### src/rtl/im_loader.sv
// Byte-stream instruction-memory loader: assembles big-endian 16-bit words from a
// valid/ready byte channel and writes them to consecutive addresses while stalling the CPU.
module im_loader #(
  parameter int MAX_WORDS = 1024,
  parameter int AW        = 10
) (
  input  logic          clk,
  input  logic          rst,
  input  logic          start,
  input  logic          in_valid,
  input  logic [7:0]    in_data,
  output logic          in_ready,
  output logic          im_we,
  output logic [AW-1:0] im_waddr,
  output logic [15:0]   im_wdata,
  output logic          cpu_hold,
  output logic          done,
  output logic          err
);

  localparam logic [2:0] IDLE   = 3'd0;
  localparam logic [2:0] CNT_HI = 3'd1;
  localparam logic [2:0] CNT_LO = 3'd2;
  localparam logic [2:0] DAT_HI = 3'd3;
  localparam logic [2:0] DAT_LO = 3'd4;
  localparam logic [2:0] WRITE  = 3'd5;
  localparam logic [2:0] DONE   = 3'd6;
  localparam logic [2:0] ERR    = 3'd7;

  localparam logic [15:0] MAX_COUNT = 16'(MAX_WORDS);

  logic [2:0]  state;
  logic [2:0]  nextState;
  logic [15:0] count;
  logic [15:0] wordCnt;
  logic [7:0]  dataHi;
  logic        xfer;
  logic [15:0] fullCount;
  logic        lastWord;

  assign xfer      = in_valid && in_ready;
  assign fullCount = {count[15:8], in_data};
  assign lastWord  = (wordCnt + 16'd1) == count;

  // Next-state decode; outputs are registered from this so nothing leaks input-to-output.
  always_comb begin
    nextState = state;
    case (state)
      IDLE:   if (start) nextState = CNT_HI;
      CNT_HI: if (xfer) nextState = CNT_LO;
      CNT_LO: begin
        if (xfer) begin
          if (fullCount == 16'd0)
            nextState = DONE;
          else if (fullCount > MAX_COUNT)
            nextState = ERR;
          else
            nextState = DAT_HI;
        end
      end
      DAT_HI: if (xfer) nextState = DAT_LO;
      DAT_LO: if (xfer) nextState = WRITE;
      WRITE:  nextState = lastWord ? DONE : DAT_HI;
      DONE:   nextState = IDLE;
      ERR:    nextState = IDLE;
      default: nextState = IDLE;
    endcase
  end

  always_ff @(posedge clk) begin
    if (!rst) begin
      state    <= IDLE;
      in_ready <= 1'b0;
      im_we    <= 1'b0;
      im_waddr <= '0;
      im_wdata <= '0;
      cpu_hold <= 1'b0;
      done     <= 1'b0;
      err      <= 1'b0;
      count    <= '0;
      wordCnt  <= '0;
      dataHi   <= '0;
    end else begin
      state    <= nextState;
      in_ready <= (nextState == CNT_HI) || (nextState == CNT_LO) ||
                  (nextState == DAT_HI) || (nextState == DAT_LO);
      cpu_hold <= (nextState != IDLE);
      im_we    <= (nextState == WRITE);
      done     <= (nextState == DONE);

      if (state == IDLE && start)
        err <= 1'b0;
      else if (nextState == ERR)
        err <= 1'b1;

      case (state)
        IDLE: begin
          if (start) begin
            wordCnt  <= '0;
            im_waddr <= '0;
          end
        end
        CNT_HI: if (xfer) count[15:8] <= in_data;
        CNT_LO: if (xfer) count[7:0] <= in_data;
        DAT_HI: if (xfer) dataHi <= in_data;
        // The full word lands in im_wdata only when complete, so it is stable during WRITE.
        DAT_LO: if (xfer) im_wdata <= {dataHi, in_data};
        WRITE: begin
          wordCnt  <= wordCnt + 16'd1;
          im_waddr <= im_waddr + 1'b1;
        end
        default: ;
      endcase
    end
  end

endmodule

### config.mk
export PLATFORM = sky130hd
export DESIGN_NAME = im_loader
export DESIGN_NICKNAME = d
export VERILOG_FILES = /design/src/rtl/im_loader.sv
export SDC_FILE = /design/constraint.sdc
export NUM_CORES = 1
export LEC_CHECK = 0
export CELL_PAD_IN_SITES_DETAIL_PLACEMENT = 0
export CELL_PAD_IN_SITES_GLOBAL_PLACEMENT = 1
export CORE_AREA = 4 4 100 102
export CTS_CLUSTER_DIAMETER = 50
export DETAILED_ROUTE_END_ITERATION = 8
export DIE_AREA = 0 0 104 106
export GPL_ROUTABILITY_DRIVEN = 0
export PLACE_DENSITY = 0.78
export REMOVE_ABC_BUFFERS = 1
export SLEW_MARGIN = 20
export SYNTH_ARGS = -nofsm -noshare
export SYNTH_HDL_FRONTEND = slang
export SYNTH_SLANG_ARGS = --single-unit
### constraint.sdc
create_clock -name clk -period 2.7 [get_ports clk]
set_clock_uncertainty 0.2 [all_clocks]
set_input_delay 0.54 -clock clk [delete_from_list [all_inputs] [get_ports clk]]
set_output_delay 0.54 -clock clk [all_outputs]
set_load 0.01 [all_outputs]
# --- Word-level counts from Yosys, hierarchy flattened ---
# Index checks and enable logic that the tools add are counted.
word_totals:
  regBits: 74
  input_bits: 12
  out_inout_bits: 31
  word_cells: 61
op_classes:
  add_sub_neg: 2
  order_cmp: 1
  n_eq_ne: 16
  n_mux: 13
  bitwise_logic: 1
  n_reduce_logical: 16
op_table:
  columns: ["cell", "count"]
  rows:
  - ["$pmux 16 s2", 1]
  - ["$eq 3x3->1 const B", 8]
  - ["$mux 3", 8]
  - ["$pmux 3 s7", 1]
  - ["$pmux 10 s2", 1]
  - ["$add 16x1->16 const B", 1]
  - ["$eq 16x16->1", 1]
  - ["$gt 16x11->1 const B", 1]
  - ["$logic_not 16->1", 1]
  - ["$mux 16", 1]
  - ["$eq 3x2->1 const B", 4]
  - ["$add 10x1->10 const B", 1]
  - ["$mux 10", 1]
  - ["$reduce_and 2->1", 5]
  - ["$eq 3x1->1 const B", 2]
  - ["$reduce_or 2->1", 2]
  - ["$logic_not 3->1", 1]
  - ["$logic_or 1x1->1", 3]
  - ["$reduce_bool 3->1", 1]
  - ["$logic_and 1x1->1", 2]
  - ["$ne 2x2->1 const B", 1]
  - ["$reduce_bool 2->1", 1]
  - ["$not 1->1", 1]

# --- Longest topological paths before layout ---
logic_depth:
  word_depth: 9
  ltp_mapped: 9
  depth_no_buf: 8

# --- Least setup slack after synthesis ---
# No wires, ideal clock.
synth_path:
  kind: "reg2reg"
  start: "register wordCnt[0]"
  end: "register im_we"
  setup_time_ps: 115
  arrival_time_ps: 2137
  required_time_ps: 2385
  slack_ps: 247
  path_stages_with_launch: 9
  path_buffers: 0
  period_less_slack_ps: 2453
  path_cell_list: "dfxtp_1 -> ha_1 -> nand3_2 -> or3_1 -> o21a_1 -> o311ai_4 -> and4_4 -> o21ai_1 -> and3_1"
synth_between:
  elab_chain_cells: 5
synth_rtl:
  columns: ["item", "line", "text"]
  rows:
  - ["start, declared", "35", "logic [15:0] wordCnt;"]
  - ["start signal, assigned", "109", "wordCnt <= wordCnt + 16'd1;"]
  - ["$add 16x1->16", "43", "assign lastWord = (wordCnt + 16'd1) == count;"]
  - ["$eq 16x16->1", "43", null]
  - ["$mux 3", "63", "WRITE: nextState = lastWord ? DONE : DAT_HI;"]
  - ["$pmux 3 s7", "48", "case (state)"]
  - ["$eq 3x3->1", "88", "im_we <= (nextState == WRITE);"]
  - ["end signal, assigned", "88", null]
  - ["end, declared", "13", "output logic im_we,"]
# Every way passes these cells.
# A chain may end at the register's enable or synchronous reset.

# --- Final worst setup path ---
layout_path:
  start: "register wordCnt[1]"
  end: "register im_we"
# Same word-level chain as after synthesis.

==> metrics <==
top cell type's share of synthesized area between 40% and 50%; hold path startpoint dataHi[6]; CP arrival between 2 and 3 ns; Layout Cells excl Fill 634; Synth Area in XOR/XNOR around 3.8%; vias in the first global route between 3000 and 4000; FF-to-FF Start wordCnt[1]; EDFF count, synth 0; RSZ-0062 raised after global routing no; crit-path max FO 5; placed insts between 600 and 700; Post-Synth Simple-Gate Area 29.2%; sequential element share of the synthesized area roughly two fifths; Post-Synth Adder-Cell Area 0.678%; post-route ant nets 0; Tmin final 2.55 ns; Slew headroom between 60 and 70%; Die H between 100 and 150 um; Initial Utilization between 40% and 50%; H-tree levels 3; Sink Count 74; GRT Total Usage between 10% and 20%; number of synthesized register bits 74; Worst Setup End Kind flip-flop; first-pass GRT wire length 16100 um; library cells used by synthesis 58; drt pass-1 iters 4; CP Class reg2reg; Port-buffer cells 42; DIE WIDTH roughly 100 um; clock latency on the worst-skew pair around 0.35 ns; endpoints failing setup 0; hold-critical path depth 2; Startpoint Class flip-flop; R2R depth 8; post-cts resize count 0; pwr dens ~480 nW/um^2; dpl hpwl between 7000 and 8000 um; CTS tree done; Fmax achieved a little under 400 MHz; r2r setup slk 0.15 ns; Worst Path Required around 2.8 ns; CTS root buf clkbuf_8; largest family of logic cells by synthesized area simple AND/OR/NAND/NOR gates; leading area contributor after synthesis dfxtp_1; final WL roughly 9600 um; WL/cell about 15 um; Gate Count Post-Synth approximately 470; largest net degree at the start of global routing between 40 and 50; via count approximately 3500; Final Hold Viols 0; hold-fix buffer count after cts 0; top_reg_cell synth dfxtp_1; Max Cap Violations 0; fin crit share 94.4%; worst vdd ir around 0.28 mV; Fillers between 900 and 1000; area of the die around 11000 um^2; Leak Pwr between 1.5 and 2 nW; Max clock buf depth 2; Worst-Margin Slew approximately 0.56 ns; most frequent cells in the layout dfxtp_1 (74), nand2_1 (70), nor2_1 (51); status finished clean; Async SR Flop Fraction 0%; synthesis-to-finish area growth 23.1%; overflow left after global routing 0; clk slew on worst S/H paths ~0.090 ns; Setup TNS 0 ns; post-layout power 2.17 mW; postcts setup bufs 0; Max Slew Vio Count 0; Final nets approximately 530; CTS buffer count 9; worst hold endpoint im_wdata[14]; Initial DRC Count 212; synthesized area about 3700 um^2; share of cells above drive strength 1 between 10% and 20%; Worst Hold Class reg2reg; Core ar. 9110 um^2; synth top area cells dfxtp_1 (40%), nand2_1 (7.1%), a21oi_1 (6.6%); ANT cells 0; placed cell area between 4000 and 5000 um^2; warnings from Yosys 0; WHS ~0.25 ns; complex-gate fraction of the synthesized area between 15 and 20%; fin area approximately 4500 um^2; antenna violations before repair 0; mux share of post-synthesis cell area 5.53%; num rows 35; vias per cell ~5.5; Ports 43; synthesized area per cell 7.94 um^2; DRC Markers 0; commonest non-fill, non-tap cell in the layout dfxtp_1; r2r endpoint im_we
==> worst max path at each step <==
stage,startpoint,cells after the start,slack [ns],to
3_5_place_dp,in_data[5],9,0.03,in_ready
3_3_place_gp,in_data[5],9,0.03,in_ready
5_1_grt,wordCnt[1],8,0.04,err
6_report,wordCnt[1],8,0.15,im_we
4_1_cts,wordCnt[1],8,0.16,im_we
2_1_floorplan,wordCnt[0],8,0.23,im_we
==> per-layer routing <==
metal  global-route usage, %  up-vias  wire (um)
li1                        -     1755          -
met5                       0        -          0
met1                    23.4     1626       4530
met4                    6.17        0        130
met2                    28.9       66       4500
met3                    4.25       13        454
==> area by class of cell <==
class                      instances  area [um^2]  share of cell area, %
tap                              111          139                   3.06
sequential                        74         1480                   32.6
inverter                           6         22.5                  0.496
clock inverter                     6         72.6                   1.60
multi-input combinational        357         2050                   45.1
clock buffer                      10          138                   3.03
timing repair buffer              70          643                   14.2
==> Yosys cell counts, types with 2 or more instances <==
cell and instances:
o211ai_1 4, mux2_2 3, nand4_1 9, a22oi_1 4, ha_1 2, o2111ai_1 3, and2_1 4, xnor2_1 11
and4_1 2, or3_1 6, a21oi_1 49, nor2_1 51, a31oi_1 3, nor3_1 13, nand2_1 70, nor2b_1 3
nand3_1 24, o21ai_0 20, dfxtp_1 74, nand2b_1 2, and3_1 8, inv_1 5, o21a_1 3, nand3b_1 2
nand4b_1 2, o21ai_1 3, mux2i_1 17, buf_2 5, buf_4 4, clkbuf_1 17, nor4_1 6, nor3b_1 4
or4_1 3, xor2_1 5
==> kinds of logic after synthesis <==
family	Yosys count
and+or+nand+nor	219
AOI/OAI and AO/OA	100
DFF	74
buffers and inverters	34
muxes	20
xor gates and xnor gates	16
adders and majority gates	2
==> report_power, final <==
group	internal [mW]	leakage, nW	switching, mW
Clock	0.462	0.103	0.449
Sequential	1.10	0.597	0.0103
Combinational	0.0620	0.933	0.0843
Total	1.62	1.63	0.543
==> critical path, stage by stage (launching register included) <==
cell	delay, ns
dfxtp_1	0.40
ha_1	0.23
and3_1	0.26
nand4_1	0.13
or4_1	0.54
nand3_1	0.16
and4_4	0.27
o21ai_1	0.08
and3_1	0.17
==> stage by stage <==
step | util (%) | worst slack (ns)
after global routing | 49.9 | 0.0376
after global placement | 47.6 | 0.0342
after floorplan | - | 0.226
final | 49.9 | 0.152
after detailed placement | 47.6 | 0.0322
after CTS | 49.9 | 0.162
==> registers in the layout (all words and copies together), names as in the netlist <==
name      count
count        16
im_wdata     16
im_waddr     10
wordCnt      16
cpu_hold      1
dataHi        8
state         3
done          1
err           1
in_ready      1
im_we         1
Note: power is estimated with default switching activity, not from simulation.
